===== src/rtl/rtc_pkg.sv =====
// rtc_pkg: shared constants, FSM state type, packed time type and
// time helpers for the RTC timekeeper.
package rtc_pkg;

  localparam logic [5:0] MAX_HOURS   = 6'd23;
  localparam logic [5:0] MAX_MINUTES = 6'd59;
  localparam logic [5:0] MAX_SECONDS = 6'd59;

  typedef enum logic {RUN = 1'b0, CHECK = 1'b1} rtc_state_e;

  typedef struct packed {
    logic [5:0] hours;
    logic [5:0] minutes;
    logic [5:0] seconds;
  } rtc_time_t;

  // One-second advance with carries; 23:59:59 wraps to 00:00:00.
  function automatic rtc_time_t time_inc(input rtc_time_t t);
    rtc_time_t n;
    n = t;
    if (t.seconds != MAX_SECONDS) begin
      n.seconds = t.seconds + 6'd1;
    end else begin
      n.seconds = '0;
      if (t.minutes != MAX_MINUTES) begin
        n.minutes = t.minutes + 6'd1;
      end else begin
        n.minutes = '0;
        n.hours   = (t.hours == MAX_HOURS) ? '0 : t.hours + 6'd1;
      end
    end
    return n;
  endfunction

  function automatic logic time_ok(input rtc_time_t t);
    return (t.hours <= MAX_HOURS) && (t.minutes <= MAX_MINUTES) &&
           (t.seconds <= MAX_SECONDS);
  endfunction

endpackage


===== src/rtl/rtc_prescaler.sv =====
// rtc_prescaler: counts 0..TICK_DIV-1 while en=1, tick on terminal count.
// Ports: clk, rst_n (async low), en (count enable, holds when low),
//        clr (sync clear to 0, wins over en), tick (combinational strobe).
module rtc_prescaler #(
  parameter int TICK_DIV = 50000000
) (
  input  logic clk,
  input  logic rst_n,
  input  logic en,
  input  logic clr,
  output logic tick
);

  localparam int CW = (TICK_DIV > 2) ? $clog2(TICK_DIV) : 1;
  localparam logic [CW-1:0] TERM = CW'(TICK_DIV - 1);

  logic [CW-1:0] r_cnt;

  always_ff @(posedge clk or negedge rst_n) begin
    if (!rst_n) begin
      r_cnt <= '0;
    end else if (clr) begin
      r_cnt <= '0;
    end else if (en) begin
      r_cnt <= (r_cnt == TERM) ? '0 : r_cnt + 1'b1;
    end
  end

  assign tick = en && (r_cnt == TERM);

endmodule


===== src/rtl/rtc_timekeeper.sv =====
// rtc_timekeeper: hh:mm:ss real-time clock with validated time load.
// Ports: clk, rst_n (async low); en (count enable);
//        set_valid/set_ready + set_hours/minutes/seconds (load handshake);
//        rtc_hours/minutes/seconds (current time, registered);
//        sec_pulse, day_pulse, set_error (one-cycle registered strobes).
module rtc_timekeeper
  import rtc_pkg::*;
#(
  parameter int TICK_DIV = 50000000
) (
  input  logic       clk,
  input  logic       rst_n,
  input  logic       en,
  input  logic       set_valid,
  output logic       set_ready,
  input  logic [5:0] set_hours,
  input  logic [5:0] set_minutes,
  input  logic [5:0] set_seconds,
  output logic [5:0] rtc_hours,
  output logic [5:0] rtc_minutes,
  output logic [5:0] rtc_seconds,
  output logic       sec_pulse,
  output logic       day_pulse,
  output logic       set_error
);

  rtc_state_e r_state, w_state_nxt;
  rtc_time_t  r_time, r_hold;
  logic       r_set_ready, r_sec_pulse, r_day_pulse, r_set_error;
  logic       w_tick, w_accept, w_load_ok, w_load_bad, w_rollover;

  // A valid load restarts the second, so the prescaler is cleared with it.
  rtc_prescaler #(.TICK_DIV(TICK_DIV)) u_presc (
    .clk  (clk),
    .rst_n(rst_n),
    .en   (en),
    .clr  (w_load_ok),
    .tick (w_tick)
  );

  assign w_rollover = (r_time.hours == MAX_HOURS) && (r_time.minutes == MAX_MINUTES) &&
                      (r_time.seconds == MAX_SECONDS);

  always_comb begin
    w_state_nxt = r_state;
    w_accept    = 1'b0;
    w_load_ok   = 1'b0;
    w_load_bad  = 1'b0;
    case (r_state)
      RUN: begin
        if (set_valid) begin
          w_accept    = 1'b1;
          w_state_nxt = CHECK;
        end
      end
      CHECK: begin
        w_state_nxt = RUN;
        if (time_ok(r_hold)) w_load_ok  = 1'b1;
        else                 w_load_bad = 1'b1;
      end
      default: w_state_nxt = RUN;
    endcase
  end

  always_ff @(posedge clk or negedge rst_n) begin
    if (!rst_n) begin
      r_state     <= RUN;
      r_set_ready <= 1'b1;
      r_time      <= '0;
      r_hold      <= '0;
      r_sec_pulse <= 1'b0;
      r_day_pulse <= 1'b0;
      r_set_error <= 1'b0;
    end else begin
      r_state     <= w_state_nxt;
      r_set_ready <= (w_state_nxt == RUN);
      r_set_error <= w_load_bad;
      r_sec_pulse <= 1'b0;
      r_day_pulse <= 1'b0;
      if (w_accept) r_hold <= {set_hours, set_minutes, set_seconds};
      // Valid load beats a coincident tick; a rejected load lets it through.
      if (w_load_ok) begin
        r_time <= r_hold;
      end else if (w_tick) begin
        r_time      <= time_inc(r_time);
        r_sec_pulse <= 1'b1;
        r_day_pulse <= w_rollover;
      end
    end
  end

  assign set_ready   = r_set_ready;
  assign rtc_hours   = r_time.hours;
  assign rtc_minutes = r_time.minutes;
  assign rtc_seconds = r_time.seconds;
  assign sec_pulse   = r_sec_pulse;
  assign day_pulse   = r_day_pulse;
  assign set_error   = r_set_error;

endmodule


===== config.mk =====
export PLATFORM = sky130hd
export DESIGN_NAME = rtc_timekeeper
export DESIGN_NICKNAME = d
export VERILOG_FILES = /design/src/rtl/rtc_pkg.sv /design/src/rtl/rtc_prescaler.sv /design/src/rtl/rtc_timekeeper.sv
export SDC_FILE = /design/constraint.sdc
export NUM_CORES = 1
export LEC_CHECK = 0
export CAP_MARGIN = 20
export CORE_MARGIN = 4
export CORE_UTILIZATION = 52
export DETAILED_ROUTE_END_ITERATION = 8
export PLACE_DENSITY = 0.79
export SETUP_SLACK_MARGIN = 0.5
export SYNTH_ARGS = -nofsm -noshare
export SYNTH_HDL_FRONTEND = slang
export SYNTH_SLANG_ARGS = --single-unit

===== constraint.sdc =====
create_clock -name clk -period 2.6 [get_ports clk]
set_input_delay 0.52 -clock clk [delete_from_list [all_inputs] [get_ports clk]]
set_output_delay 0.52 -clock clk [all_outputs]
set_load 0.005 [all_outputs]

==> metrics.md <==
| Metric | Value |
|---|---|
| Die Ht | ~90 um |
| TritonCTS Buffers | 9 |
| Yosys top cell area share | 0.465 |
| DP Cell Count | 477 |
| Syn Area/Cell | 9.89 um^2 |
| Final #Nets | 473 |
| Crit path required time | 2880 ps |
| CP max FO | 7 |
| Max-slew headroom | 0.649 |
| Worst VDD drop | 615 uV |
| Simple logic cell fraction of the synthesized area | 0.262 |
| Setup crit end kind | flip-flop |
| Synth top area cells | dfrtp_1 47%, mux2_2 5.7%, nor2_1 3.7%, a31oi_1 3.5%, nand4_1 2.8% |
| Minimum clock period | 2210 ps |
| Sequential fraction of the synthesis area | 0.473 |
| Maxcap violations | 0 |
| Area leader, netlist | dfrtp_1 |
| Mapped Cells | 359 |
| Commonest cells post-synth | 66 x dfrtp_1, 35 x nor2_1, 24 x nand2_1 |
| Vias in the first global route | between 3000 and 4000 |
| First-pass GRT wire length | 16400 um |
| N_diodes | 0 |
| CP arrival | 2490 ps |
| Clk_skew | 9.22 ps |
| Routability Congestion | 0.931 |
| Synth cell types | 53 |
| # rows | 29 |
| Leakage | 0.00203 uW |
| RSZ-0062 raised after global routing | yes |
| Drt pass-1 iters | 5 |
| Post-route setup TNS | 0 ps |
| Die X | 90.6 um |
| DRC violations left | 0 |
| Actual slew at the worst max-slew pin | 527 ps |
| Final HPWL from detailed placement | 6140 um |
| Cts hold-fix bufs | 0 |
| Final hold violations | 0 |
| Utilization after layout | 0.752 |
| Root buffer cell | clkbuf_8 |
| Largest family of logic cells by synthesized area | simple AND/OR/NAND/NOR gates |
| Post-Route WL | 10400 um |
| Syn_nets | 385 |
| Drt via density | 6.45 |
| Ys async rst share | 1.00 |
| Top Ports | 44 |
| Part of the cycle the worst path needs | 0.851 |
| Slew Limit Fails | 0 |
| CTS tree | yes |
| Clock transition at path regs | 80 ps |
| Synth Area in Compound Gates | 0.135 |
| Post-Synth Adder-Cell Area | 0.0141 |
| Port Buffers | 43 |
| EDFF count, synth | 0 |
| Initial Util | 0.547 |
| Total track usage | 0.248 |
| Status | finished, final reports clean |
| Worst Setup Path Type | flip-flop to flip-flop |
| Routed WL per cell | slightly below 20 um |
| Area delta synth->final | 37.6% |
| DIE AREA | 0.00821 mm^2 |
| Via count | 3412 |
| Clk buf depth | 2 |
| Xor/xnor share of the synthesized area | 0.0247 |
| H-tree lvl count | 3 |
| Clock sink count | 67 |
| Cell Area, Synth | 0.00355 mm^2 |
| Layout filler cell count | 409 |
| FF+latch area | approximately 0.0017 mm^2 |
| Worst Hold Class | input pin to async pin |
| ANT nets after route | 0 |
| Mux cell area share after synthesis | 0.0599 |
| Setup violations, final | 0 |
| Initial antenna violation count | 0 |
| Synthesized flop and latch total | 67 |
| DR iter-0 viols | 277 |
| Fmax | ~0.45 GHz |
| Core area | 0.00649 mm^2 |
| Later-pin clock latency in the skew report | 360 ps |
| Hold_ws | around 130 ps |
| Multi-input logic area | 0.00199 mm^2 |
| Most frequent cell after synthesis | dfrtp_1 |
| Share of cells above drive strength 1 | 0.296 |
| Ys Warns | 0 |
| Total power divided by cell area | 769 mW/mm^2 |
| Layout Cells excl Fill | 529 |
| Critical Path Source Type | flip-flop |
| Synth Flop Type | dfrtp_1 |
| Largest net degree at the start of global routing | 32 |
| GRT overflow | 0 |
==> cells by family (layout without fill, tap and decap cells) <==
family | Yosys count | in the layout
fa+ha+maj | 4 | 4
flops | 67 | 67
mux | 19 | 19
compound gates | 73 | 73
simple gates | 161 | 161
xor+xnor | 10 | 10
buf+inv | 25 | 118
==> flip-flops by register name (all words and copies together) (netlist names) <==
signal	cells
rtc_seconds	6
sec_pulse	1
rtc_minutes	6
r_state	1
set_error	1
rtc_hours	6
u_presc.r_cnt	26
r_hold	18
set_ready	1
day_pulse	1
==> cells in the final DEF, fill, tap and decap left out, types with 5 or more instances in the layout <==
cell,synthesis,layout
a21oi_1,13,8
a21oi_2,0,5
a31oi_1,20,17
and3_1,10,7
and4_1,9,7
buf_4,0,45
buf_6,2,5
clkbuf_8,0,9
clkdlybuf4s50_1,0,42
dfrtp_1,66,62
inv_1,6,6
mux2_2,18,18
nand2_1,24,24
nand3_1,16,13
nand4_1,16,16
nor2_1,35,35
nor3_1,12,10
o21ai_0,16,15
or4_4,1,6
xnor2_1,8,8
==> power breakdown <==
part | switching [uW] | total (uW) | internal [uW]
sequential | 275 | 1510 | 1240
combinational | 505 | 1140 | 631
clock | 459 | 1100 | 645
total | 1240 | 3760 | 2520
==> through the flow <==
step                power (uW)  area [um^2]  setup WS [ps]
finish                    3760         4890            388
detailed placement        2370         4130            187
global route              3940         4890            314
global placement          2330         4130            197
floorplan                 1910         3560            396
CTS                       3560         4630            418
==> timing repair <==
action	in CTS	in global routing
resized for setup	18	35
setup buffers	21	13
pin swaps	11	14
cloned	2	0
setup endpoints to repair	18	27
==> path summary, 6_finish.rpt <==
kind                           startpoint                end  slack [ps]  cells past startpoint
hold reg to reg                r_hold[13]         r_hold[13]         510                      1
hold / removal                      rst_n  u_presc.r_cnt[14]         130                      1
min in group clk               r_hold[13]         r_hold[13]         510                      1
max in group asynchronous           rst_n         r_hold[11]        1830                      2
setup reg to reg           rtc_seconds[0]       rtc_hours[3]         390                      6
setup / recovery           rtc_seconds[0]       rtc_hours[3]         390                      6
==> routing by layer <==
| layer | GRT usage | up-vias | part of all wire | wire length (um) |
|---|---|---|---|---|
| met5 | 0 | - | 0 | 0 |
| met4 | 0.0816 | 0 | 0.027 | 280 |
| met3 | 0.0500 | 30 | 0.066 | 689 |
| met2 | 0.411 | 162 | 0.50 | 5180 |
| met1 | 0.324 | 1674 | 0.41 | 4290 |
| li1 | - | 1546 | - | - |
==> area by class of cell <==
type                    count  share of cell area
multi-input cells         267               0.407
inverters                   7             0.00538
clock buffers               9              0.0254
flip-flops and latches     67               0.344
repair buffers             95               0.173
well taps                  77              0.0197
clock inverters             7              0.0256
==> critical path, stage by stage (launching register included) <==
cell and delay (ps):
dfrtp_1 370, ha_2 190, and4b_1 220, nand4_1 160, or4_4 610, or4_4 430
a31oi_1 150
No activity file was read; power rests on OpenSTA's default activity.
